`src/rtl/riscv_mem_pkg.sv`:
```
// Shared encodings for the MEM stage: load types, store masks, FSM state type
// and the alignment rule used by the access unit and forwarding checks.
package riscv_mem_pkg;

   typedef logic [2:0] load_type_t;
   localparam load_type_t LT_NONE = 3'd0;
   localparam load_type_t LT_LB   = 3'd1;
   localparam load_type_t LT_LH   = 3'd2;
   localparam load_type_t LT_LW   = 3'd3;
   localparam load_type_t LT_LBU  = 3'd4;
   localparam load_type_t LT_LHU  = 3'd5;

   localparam logic [3:0] SB_MASK = 4'b0001;
   localparam logic [3:0] SH_MASK = 4'b0011;
   localparam logic [3:0] SW_MASK = 4'b1111;

   typedef logic [0:0] mem_state_t;
   localparam mem_state_t ST_IDLE   = 1'b0;
   localparam mem_state_t ST_ACCESS = 1'b1;

   // Loads are classified by load type, stores by their byte mask.
   function automatic logic is_misaligned(input logic is_load, input load_type_t lt,
                                          input logic [3:0] mask, input logic [1:0] off);
      logic is_half;
      logic is_word;
      is_half = is_load ? (lt == LT_LH || lt == LT_LHU) : (mask == SH_MASK);
      is_word = is_load ? (lt == LT_LW) : (mask == SW_MASK);
      return (is_half && off[0]) || (is_word && (off != 2'b00));
   endfunction

endpackage

```
`src/rtl/mem_access_unit_if.sv`:
```
// Data-memory bus between the MEM-stage access unit (master) and the SoC
// memory (slave).
interface mem_access_unit_if #(
   parameter int ADDR_W = 32
);
   // Handshake: the master raises bus_req with bus_addr/bus_we/bus_wdata and
   // holds all of them stable until the slave returns a one-cycle bus_ack;
   // bus_rdata is valid only in the ack cycle. bus_we == 0 means read.
   logic              bus_req;
   logic [3:0]        bus_we;
   logic [ADDR_W-1:0] bus_addr;
   logic [31:0]       bus_wdata;
   logic              bus_ack;
   logic [31:0]       bus_rdata;

   modport master (
      output bus_req, bus_we, bus_addr, bus_wdata,
      input  bus_ack, bus_rdata
   );

   modport slave (
      input  bus_req, bus_we, bus_addr, bus_wdata,
      output bus_ack, bus_rdata
   );
endinterface

```
`src/rtl/load_extend.sv`:
```
// Selects the addressed byte/half/word lane of a read word and sign- or
// zero-extends it according to the load type.
module load_extend
   import riscv_mem_pkg::*;
(
   input  logic [31:0] rdata,
   input  logic [1:0]  offset,
   input  load_type_t  load_type,
   output logic [31:0] result
);

   logic [7:0]  byte_lane;
   logic [15:0] half_lane;

   always_comb begin
      byte_lane = rdata[8*offset +: 8];
      half_lane = rdata[16*offset[1] +: 16];
      case (load_type)
         LT_LB:   result = {{24{byte_lane[7]}}, byte_lane};
         LT_LH:   result = {{16{half_lane[15]}}, half_lane};
         LT_LBU:  result = {24'd0, byte_lane};
         LT_LHU:  result = {16'd0, half_lane};
         default: result = rdata;
      endcase
   end

endmodule

```
`src/rtl/mem_access_unit.sv`:
```
// MEM-stage access engine: runs loads/stores on the req/ack bus, stalls the
// pipeline while an access is outstanding and registers the MEM/WB result.
// Optional bus watchdog with BusErrM output: define MEM_TIMEOUT_EN.
module mem_access_unit
   import riscv_mem_pkg::*;
#(
   parameter int ADDR_W         = 32,
   parameter int TIMEOUT_CYCLES = 16
) (
   input  logic              clk,
   input  logic              rst,
   input  logic [31:0]       PC_MEM,
   input  logic [31:0]       AluOutM,
   input  logic [31:0]       StoreDataM,
   input  logic [4:0]        RdM,
   input  logic [2:0]        RegWriteM,
   input  logic              MemToRegM,
   input  logic [3:0]        MemWriteM,
   input  logic              LoadNpcM,
   mem_access_unit_if.master bus,
   output logic              StallM,
   output logic              MisalignM,
   output logic [31:0]       ResultW,
   output logic [4:0]        RdW,
   output logic              RegWriteW,
`ifdef MEM_TIMEOUT_EN
   output logic              BusErrM,
`endif
   output mem_state_t        state_dbg
);

   mem_state_t  state;
   load_type_t  lt_q;
   logic [1:0]  off_q;
   logic        load_q;
   logic        mem_op;
   logic        misaligned;
   logic        timeout_hit;
   logic [31:0] load_result;

   assign mem_op     = MemToRegM | (|MemWriteM);
   assign misaligned = is_misaligned(MemToRegM, RegWriteM, MemWriteM, AluOutM[1:0]);
   assign state_dbg  = state;

`ifdef MEM_TIMEOUT_EN
   localparam int CNT_W = $clog2(TIMEOUT_CYCLES) + 1;
   logic [CNT_W-1:0] wd_cnt;

   assign timeout_hit = (state == ST_ACCESS) && !bus.bus_ack &&
                        (wd_cnt == CNT_W'(TIMEOUT_CYCLES - 1));

   // Counter sits at zero in IDLE, so it is clear on every entry to ACCESS.
   always_ff @(posedge clk) begin
      if (rst) begin
         wd_cnt  <= '0;
         BusErrM <= 1'b0;
      end else begin
         BusErrM <= timeout_hit;
         if (state == ST_IDLE) wd_cnt <= '0;
         else if (!bus.bus_ack) wd_cnt <= wd_cnt + 1'b1;
      end
   end
`else
   assign timeout_hit = (TIMEOUT_CYCLES < 0);
`endif

   // Stall drops in the completing cycle so EX/MEM advances with the WB capture.
   always_comb begin
      StallM = 1'b0;
      case (state)
         ST_IDLE:   StallM = mem_op & ~misaligned;
         ST_ACCESS: StallM = ~(bus.bus_ack | timeout_hit);
         default:   StallM = 1'b0;
      endcase
   end

   load_extend u_load_extend (
      .rdata     (bus.bus_rdata),
      .offset    (off_q),
      .load_type (lt_q),
      .result    (load_result)
   );

   always_ff @(posedge clk) begin
      if (rst) begin
         state         <= ST_IDLE;
         bus.bus_req   <= 1'b0;
         bus.bus_we    <= 4'b0000;
         bus.bus_addr  <= '0;
         bus.bus_wdata <= 32'd0;
         MisalignM     <= 1'b0;
         ResultW       <= 32'd0;
         RdW           <= 5'd0;
         RegWriteW     <= 1'b0;
         lt_q          <= LT_NONE;
         off_q         <= 2'b00;
         load_q        <= 1'b0;
      end else begin
         MisalignM <= 1'b0;
         case (state)
            ST_IDLE: begin
               if (mem_op) begin
                  RegWriteW <= 1'b0;
                  if (misaligned) begin
                     MisalignM <= 1'b1;
                  end else begin
                     state         <= ST_ACCESS;
                     bus.bus_req   <= 1'b1;
                     bus.bus_addr  <= ADDR_W'({AluOutM[31:2], 2'b00});
                     bus.bus_we    <= MemWriteM << AluOutM[1:0];
                     bus.bus_wdata <= StoreDataM << {AluOutM[1:0], 3'b000};
                     lt_q          <= RegWriteM;
                     off_q         <= AluOutM[1:0];
                     load_q        <= MemToRegM;
                  end
               end else begin
                  ResultW   <= LoadNpcM ? (PC_MEM + 32'd4) : AluOutM;
                  RdW       <= RdM;
                  RegWriteW <= (RegWriteM >= LT_LB) && (RegWriteM <= LT_LHU) && (RdM != 5'd0);
               end
            end
            ST_ACCESS: begin
               // EX/MEM is frozen during ACCESS, so RdM still names this load.
               if (bus.bus_ack) begin
                  state       <= ST_IDLE;
                  bus.bus_req <= 1'b0;
                  if (load_q) begin
                     ResultW   <= load_result;
                     RdW       <= RdM;
                     RegWriteW <= (RdM != 5'd0);
                  end else begin
                     RegWriteW <= 1'b0;
                  end
               end else if (timeout_hit) begin
                  state       <= ST_IDLE;
                  bus.bus_req <= 1'b0;
                  RegWriteW   <= 1'b0;
               end else begin
                  RegWriteW <= 1'b0;
               end
            end
            default: state <= ST_IDLE;
         endcase
      end
   end

endmodule

```
`src/flat_wrapper.sv`:
```
// flat-port wrapper written by rule: the top's interface ports become plain ports
module mem_access_unit_flat import riscv_mem_pkg::*;
#(
   parameter int ADDR_W         = 32,
   parameter int TIMEOUT_CYCLES = 16
)
  (clk, rst, PC_MEM, AluOutM, StoreDataM, RdM, RegWriteM, MemToRegM, MemWriteM, LoadNpcM, StallM, MisalignM, ResultW, RdW, RegWriteW, state_dbg, bus_bus_req, bus_bus_we, bus_bus_addr, bus_bus_wdata, bus_bus_ack, bus_bus_rdata);
  mem_access_unit_if #(.ADDR_W(ADDR_W)) bus_i ();
  input  logic clk;
  input  logic rst;
  input  logic [31:0] PC_MEM;
  input  logic [31:0] AluOutM;
  input  logic [31:0] StoreDataM;
  input  logic [4:0] RdM;
  input  logic [2:0] RegWriteM;
  input  logic MemToRegM;
  input  logic [3:0] MemWriteM;
  input  logic LoadNpcM;
  output logic StallM;
  output logic MisalignM;
  output logic [31:0] ResultW;
  output logic [4:0] RdW;
  output logic RegWriteW;
  output mem_state_t state_dbg;
  output wire logic [$bits(bus_i.bus_req)-1:0] bus_bus_req;
  output wire logic [$bits(bus_i.bus_we)-1:0] bus_bus_we;
  output wire logic [$bits(bus_i.bus_addr)-1:0] bus_bus_addr;
  output wire logic [$bits(bus_i.bus_wdata)-1:0] bus_bus_wdata;
  input wire logic [$bits(bus_i.bus_ack)-1:0] bus_bus_ack;
  input wire logic [$bits(bus_i.bus_rdata)-1:0] bus_bus_rdata;
  assign bus_bus_req = bus_i.bus_req;
  assign bus_bus_we = bus_i.bus_we;
  assign bus_bus_addr = bus_i.bus_addr;
  assign bus_bus_wdata = bus_i.bus_wdata;
  assign bus_i.bus_ack = bus_bus_ack;
  assign bus_i.bus_rdata = bus_bus_rdata;
  mem_access_unit #(.ADDR_W(ADDR_W), .TIMEOUT_CYCLES(TIMEOUT_CYCLES)) u_core (.clk(clk), .rst(rst), .PC_MEM(PC_MEM), .AluOutM(AluOutM), .StoreDataM(StoreDataM), .RdM(RdM), .RegWriteM(RegWriteM), .MemToRegM(MemToRegM), .MemWriteM(MemWriteM), .LoadNpcM(LoadNpcM), .bus(bus_i), .StallM(StallM), .MisalignM(MisalignM), .ResultW(ResultW), .RdW(RdW), .RegWriteW(RegWriteW), .state_dbg(state_dbg));
endmodule
```
`config.mk`:
```
export PLATFORM = sky130hd
export DESIGN_NAME = mem_access_unit_flat
export DESIGN_NICKNAME = d
export VERILOG_FILES = /design/src/rtl/riscv_mem_pkg.sv /design/src/rtl/mem_access_unit_if.sv /design/src/rtl/load_extend.sv /design/src/rtl/mem_access_unit.sv /design/src/flat_wrapper.sv
export SDC_FILE = /design/constraint.sdc
export NUM_CORES = 1
export LEC_CHECK = 0
export CAP_MARGIN = 20
export CORE_AREA = 10 10 139 141
export DETAILED_ROUTE_END_ITERATION = 6
export DIE_AREA = 0 0 149 151
export PLACE_DENSITY = 0.8
export SYNTH_ARGS = -nofsm -noshare
export SYNTH_HDL_FRONTEND = slang
export SYNTH_SLANG_ARGS = --single-unit
export TNS_END_PERCENT = 50
```
`constraint.sdc`:
```
create_clock -name clk -period 1.9 [get_ports clk]
set_clock_uncertainty 0.05 [all_clocks]
set_input_delay 0.19 -clock clk [delete_from_list [all_inputs] [get_ports clk]]
set_output_delay 0.19 -clock clk [all_outputs]
set_load 0.03 [all_outputs]
```
==> impl_metrics.json <==
{
  "powerDensity_nw_per_um2": 776,
  "htree_levels": 4,
  "finalSetupViolCount": 18,
  "crit_type": "reg -> reg",
  "detail_route.vias_per_cell": 5.86,
  "synthMostInstantiatedCell": "a21oi_1",
  "synth_area_per_cell_sq_um": 7.63,
  "clkSinkCount": 113,
  "drive_gt1_frac": 0.205,
  "cts_tree": "yes",
  "cap_violations": 0,
  "multiInputGateArea_sq_um": 4360,
  "drt_iter0_drc": 731,
  "fill_cells": 1336,
  "synth_ff_type": "dfxtp_1",
  "crit_buf_inv": 0,
  "worst_hold_slack_ns": 0.0636,
  "status": "complete, but fails checks",
  "crit_path_frequent_cell": "a211oi_1",
  "violations": "negative setup slack",
  "vdd_drop_max_mv": 0.627,
  "yosysUniqueCellTypes": 67,
  "clockPowerShare": 0.385,
  "gp_congestion": 0.995,
  "p_sw_mw": 2.93,
  "holdPathEnd": "u_core.off_q[0]",
  "fmax_mhz": 506,
  "synth_area_leaders": "dfxtp_1 34%, a21oi_1 9.8%, o21ai_0 7.0%",
  "routed-wl-met3_mm": 3.44,
  "grt_pass1_vias": 8136,
  "wl_met2_mm": 15.3,
  "fin_crit_sh": 1.04,
  "fin_ws_ns": -0.0779,
  "syn_to_final_growth_pct": 69.1,
  "r2r_setup_slack_ns": -0.08,
  "cp_slowest_stage_delay_ns": 0.57,
  "insertion_delay_ns": 0.42,
  "drt-met1-wl_mm": 13.3,
  "ys_ff_latch": 113,
  "ff_latch_area_sq_um": 2260,
  "numCtsBuffers": 17,
  "fin_crit_ns": 1.98,
  "top_layer": "met4",
  "fin_area_sq_um": 11400,
  "yosysTopAreaCell": "dfxtp_1",
  "core-area_sq_um": 16500,
  "crit_cells": 4,
  "ff2ff_path_depth": 4,
  "p_comb_frac": 0.316,
  "syn_inst": 880,
  "dieArea_sq_um": 22500,
  "cp.arrival_ns": 2.22,
  "leakage_nw": 4.23,
  "cp_max_fo": 8,
  "nets": 1365,
  "reg2reg_to": "u_core.ResultW[16]",
  "port_buffers": 252,
  "worst_slew_pin_slew_ns": 0.708,
  "synth_top_area_share": 0.337,
  "antenna_found_initial": 0,
  "rows": 47,
  "setup-tns-final_ns": -0.836,
  "path_clk_slew_ns": 0.06,
  "cp-start-kind": "flip-flop",
  "r2r_start": "u_core.off_q[1]",
  "holdCritPathClass": "in -> reg",
  "synth_edf_count": 0,
  "min_from": "AluOutM[0]",
  "post_dp_cell_area_sq_um": 10400,
  "cts_buffer_depth": 2,
  "die_y_um": 151,
  "synth-seq-area-share": 0.337,
  "seqPwrFrac": 0.299,
  "clockRootBuffer": "clkbuf_16",
  "critPathTopFamily": "compound AO/OA/AOI/OAI gates",
  "grt_setup_unrepaired": "yes",
  "grt_usage": 0.279,
  "gr-total-overflow": 0,
  "cp-startpoint": "u_core.off_q[1]",
  "worstPathCellList": "mux4_2 -> a221o_2 -> a211oi_1 -> a211oi_1",
  "crit_path_top_delay_cell": "mux4_2",
  "synth_area_sq_um": 6710,
  "drcViolationCount": 0,
  "worstSetupEndpointType": "flip-flop",
  "relSlewSlack": 0.526,
  "synth_common_cells": "132 x a21oi_1, 113 x dfxtp_1, 94 x o21ai_0",
  "final_hold_viol_count": 0,
  "grt_max_degree": 96,
  "wl_per_cell_um": 22.6,
  "antenna_left": 0,
  "swShare": 0.333,
  "whs_path_depth": 3,
  "slew_violations": 0,
  "n_antenna_cell": 0,
  "wl_mm": 32.8,
  "via_count": 8508,
  "fp.dieW_um": 149,
  "async_reset_ff_frac": 0,
  "start_util": 0.408,
  "pin_count": 255,
  "grt_pass1_wl_mm": 48.8,
  "final_util": 0.689,
  "dr.pass1.iters": 5,
  "place_hpwl_mm": 25.3,
  "yosys_warnings": 0,
  "internal_power_mw": 5.88,
  "worstPathRequired_ns": 2.14
}
[layer usage]
layer | vias up | track usage
met4 | 0 | 0.0903
met3 | 44 | 0.0922
met1 | 4008 | 0.344
li1 | 3988 | -
met5 | - | 0
met2 | 468 | 0.451
[final cells by class]
cell class | count | area share
multi-input combinational | 675 | 0.384
timing repair buffer | 404 | 0.335
sequential | 113 | 0.200
clock buffer | 18 | 0.0387
tap | 220 | 0.0243
clock inverter | 14 | 0.0161
inverter | 8 | 0.00265
[worst max path at each step]
stage,end,slack [ns]
2_1_floorplan,u_core.ResultW[15],-0.02
3_3_place_gp,u_core.ResultW[6],-0.49
3_5_place_dp,u_core.ResultW[4],-0.57
4_1_cts,u_core.ResultW[24],-0.07
5_1_grt,u_core.ResultW[11],-0.10
6_report,u_core.ResultW[16],-0.08
[registers in the layout (all words and copies together) (netlist names), 2 cells and up]
name,flops
u_core.RdW,5
u_core.ResultW,32
u_core.bus.bus_addr,30
u_core.bus.bus_wdata,32
u_core.bus.bus_we,4
u_core.lt_q,3
u_core.off_q,2
[power by group through the flow]
stage / sequential, mW / clock [mW] / combinational (mW)
global route: 2.65 / 3.53 / 2.93
floorplan: 2.96 / 0 / 0.947
CTS: 2.63 / 3.40 / 2.67
finish: 2.64 / 3.39 / 2.78
global placement: 2.67 / 0 / 2.59
detailed placement: 2.68 / 0 / 2.59
[repair_timing]
item,4_1_cts,5_1_grt
pin swaps,10,18
resized for setup,34,40
buffers inserted,2,0
hold buffers,1,0
gates cloned,0,1
endpoints found under the setup margin,55,54
endpoints found under the hold margin,1,0
[worst min-delay path, delay by kind of cell]
kind / cells / cell delay [ns]
AND/OR/NAND/NOR: 1 / 0.08
buffers and inverters: 1 / 0.16
AO/OA/AOI/OAI: 1 / 0.05
[layout by cell type (no fill, tap or decap), types with 6 or more instances in the layout]
cell,count
a211o_1,6
a211oi_1,24
a21o_1,10
a21oi_1,117
a21oi_2,13
a221oi_1,8
and4_1,6
buf_12,7
buf_4,136
buf_6,9
clkbuf_16,18
clkdlybuf4s50_1,241
dfxtp_1,111
inv_1,8
mux2i_1,30
nand2_1,47
nand2b_1,12
nand3_1,57
nand4_1,21
nor2_1,54
nor2b_1,12
nor3_1,16
o21ai_0,91
o31ai_1,10
o32ai_1,7
or4_1,11
xnor2_1,6
xor2_1,7
[metrics by stage]
stage	setup slack [ns]	power (mW)	cells
floorplan	-0.0194	3.91	881
global placement	-0.489	5.26	1416
detailed placement	-0.571	5.27	1416
CTS	-0.0657	8.70	1451
global route	-0.100	9.12	1452
finish	-0.0779	8.81	1452
[cells by family (layout without fill, tap and decap cells)]
| kind of cell | count (synthesis) | in the layout | synth area share |
|---|---|---|---|
| AO/OA/AOI/OAI | 341 | 341 | 0.308 |
| flip-flops | 113 | 113 | 0.337 |
| multiplexers | 35 | 35 | 0.0548 |
| other | 1 | 2 | 0.000559 |
| buffers and inverters | 93 | 444 | 0.0569 |
| adder cells (fa/ha/maj) | 1 | 1 | 0.00186 |
| AND/OR/NAND/NOR | 281 | 281 | 0.221 |
| XOR/XNOR | 15 | 15 | 0.0196 |
Power figures use the tool's default switching activity.
==> patch: new RTL, same settings <==
`ADDR_W` is set to 32 in 3 places; all go to 16.
--- a/src/rtl/mem_access_unit_if.sv
+++ b/src/rtl/mem_access_unit_if.sv
@@ -3,3 +3,3 @@
 interface mem_access_unit_if #(
-   parameter int ADDR_W = 32
+   parameter int ADDR_W = 16
 );
--- a/src/rtl/mem_access_unit.sv
+++ b/src/rtl/mem_access_unit.sv
@@ -6,3 +6,3 @@
 #(
-   parameter int ADDR_W         = 32,
+   parameter int ADDR_W         = 16,
    parameter int TIMEOUT_CYCLES = 16
--- a/src/flat_wrapper.sv
+++ b/src/flat_wrapper.sv
@@ -3,3 +3,3 @@
 #(
-   parameter int ADDR_W         = 32,
+   parameter int ADDR_W         = 16,
    parameter int TIMEOUT_CYCLES = 16
Interface: changed (resized bus_bus_addr); port bits go from 255 to 239. No check against the original RTL was run, so the function may have changed too.
==> patch against the unedited design <==
The run still ends with setup timing left. Count of clock-buffer cells in the layout decreased by 8. Wire length decreased by 11%. Synthesized area decreased by 7.0%. Power decreased by 23%. Sequential cell count decreased by 16. Clock power decreased by 42%. Setup slack got worse by 0.059 ns. Final area decreased by 7.1%. First-iteration DRC count increased by 12%. Sequential share of layout area decreased by 1.4 points. Largest cell class unchanged. Largest power group is now combinational cells.
==> patch: results (changes against the unedited design) <==
\begin{tabular}{lr}
\hline
Metric & Value \\
\hline
\multicolumn{2}{l}{\textbf{Place}} \\
\quad Pre-CTS setup slack & -0.6630 ns (-0.09241 ns) \\
\quad Dpl cell area & 9824 µm² (-5.6\%) \\
\quad Number of port buffers & 236 (-6.3\%) \\
\quad Post-detailed-placement half-perimeter wirelength & 22.60 mm (-11\%) \\
\multicolumn{2}{l}{\textbf{Global route}} \\
\quad Initial antenna violation count & 2 (+2) \\
\quad Vias in the first global route & 7938 (-2.4\%) \\
\multicolumn{2}{l}{\textbf{Routing}} \\
\quad Number of vias after detailed routing & 8100 (-4.8\%) \\
\quad Via count normalized by instance count & 5.878 (+0.32\%) \\
\quad First-iteration detailed-routing DRC count & 822 (+12\%) \\
\multicolumn{2}{l}{\textbf{STA}} \\
\quad Pin slew with the least headroom to its limit & 0.6654 ns (-0.04225 ns) \\
\quad Setup violators final & 25 (+7) \\
\quad Worst Setup Slack, final & -0.1371 ns (-0.05915 ns) \\
\multicolumn{2}{l}{\textbf{Synth}} \\
\quad Post-synth top cells & sky130\_fd\_sc\_hd\_\_a21oi\_1, sky130\_fd\_sc\_hd\_\_dfxtp\_1, sky130\_fd\_sc\_hd\_\_o21ai\_0 \\
\quad Proportion of synthesized chip area in sequential cells & 0.3110 (-0.02598) \\
\quad Largest cells by area after synthesis & sky130\_fd\_sc\_hd\_\_dfxtp\_1, sky130\_fd\_sc\_hd\_\_a21oi\_1, sky130\_fd\_sc\_hd\_\_o21ai\_0 \\
\quad Avg Synthesized Cell Area & 7.577 µm² (-0.67\%) \\
\multicolumn{2}{l}{\textbf{Final layout}} \\
\quad Net count, final & 1297 (-5.0\%) \\
\quad Fraction of layout instances using a drive strength above 1 & 0.2292 (+0.02388) \\
\quad Largest regs & u\_core.ResultW x32, u\_core.bus.bus\_wdata x32, u\_core.bus.bus\_addr x14 \\
\multicolumn{2}{l}{\textbf{Run status}} \\
\quad Result of the run & complete, but fails checks \\
\quad Violations in the final reports & setup timing \\
\multicolumn{2}{l}{\textbf{Power}} \\
\quad P\_sw & 2.350 mW (-20\%) \\
\quad Cell leakage power & 3.948 nW (-6.6\%) \\
\quad Worst IR drop on VDD & 0.0004448 V (-29\%) \\
\multicolumn{2}{l}{\textbf{Clocking}} \\
\quad \# H-tree levels & 3 (-1) \\
\quad Clock Pin Slew Worst Setup and Hold Paths & 0.08 ns (+0.02 ns) \\
\multicolumn{2}{l}{\textbf{Critical path}} \\
\quad Biggest fanout along the worst timing path & 5 (-3) \\
\hline
\end{tabular}
-- patch: kinds of logic after synthesis --
group           after synthesis  synth area share
compound gates              318            0.3249
mux                          40           0.06874
fa+ha+maj                     1          0.002004
other cells                   1         0.0006006
flops                        97            0.3110
simple gates                256            0.2052
xor+xnor                     16           0.02244
buf+inv                      95           0.06513
-- patch: area by class of cell --
class	instances	area, µm²
inverter	14	52.55
timing repair buffer	395	3689
clock buffer	10	239.0
clock inverter	6	72.57
antenna	2	5.005
sequential	97	1957
multi-input combinational	634	4257
fill	1373	5919
tap	220	275.3
-- patch: worst register-to-register path: cells and delay by family (launching register included) --
kind	cells	cell delay, ns
flip-flops	1	0.39
AO/OA/AOI/OAI	4	0.90
multiplexers	1	0.58
-- patch: per-stage QoR --
stage | hold slack [ns] | TNS (ns)
floorplan | 0.2805 | -0.9573
global placement | 0.3839 | -28.60
detailed placement | 0.3874 | -31.33
CTS | 0.09281 | -0.8835
global route | 0.1032 | -2.477
finish | 0.08597 | -1.780
-- patch: per-layer routing --
layer / routed length, µm / global-route usage / up-vias
li1: - / - / 3784
met1: 11020 / 0.2757 / 3847
met2: 13940 / 0.4095 / 416
met3: 3342 / 0.09159 / 53
met4: 779 / 0.07851 / 0
met5: 0 / 0 / -
-- patch: what timing repair did --
action                     CTS  global route
setup endpoints to repair   30            52
setup buffers                4             2
cloned                       1             2
pin swaps                   14            16
resized for setup           42            51
-- patch: path summary, 6_finish.rpt --
kind / slack (ns) / depth (start not counted) / endpoint / from
max: -0.14 / 5 / u_core.ResultW[28] / u_core.off_q[1]
min: 0.09 / 3 / u_core.off_q[0] / AluOutM[0]
max reg2reg: -0.14 / 5 / u_core.ResultW[28] / u_core.off_q[1]
min reg2reg: 0.41 / 2 / u_core.ResultW[17] / u_core.ResultW[17]
-- patch: power groups by stage --
| stage | sequential [mW] | clock [mW] | combinational, mW |
|---|---|---|---|
| floorplan | 2.52 | 0 | 0.890 |
| global placement | 2.31 | 0 | 2.30 |
| detailed placement | 2.31 | 0 | 2.31 |
| CTS | 2.27 | 1.98 | 2.36 |
| global route | 2.29 | 2.07 | 2.65 |
| finish | 2.28 | 1.96 | 2.51 |
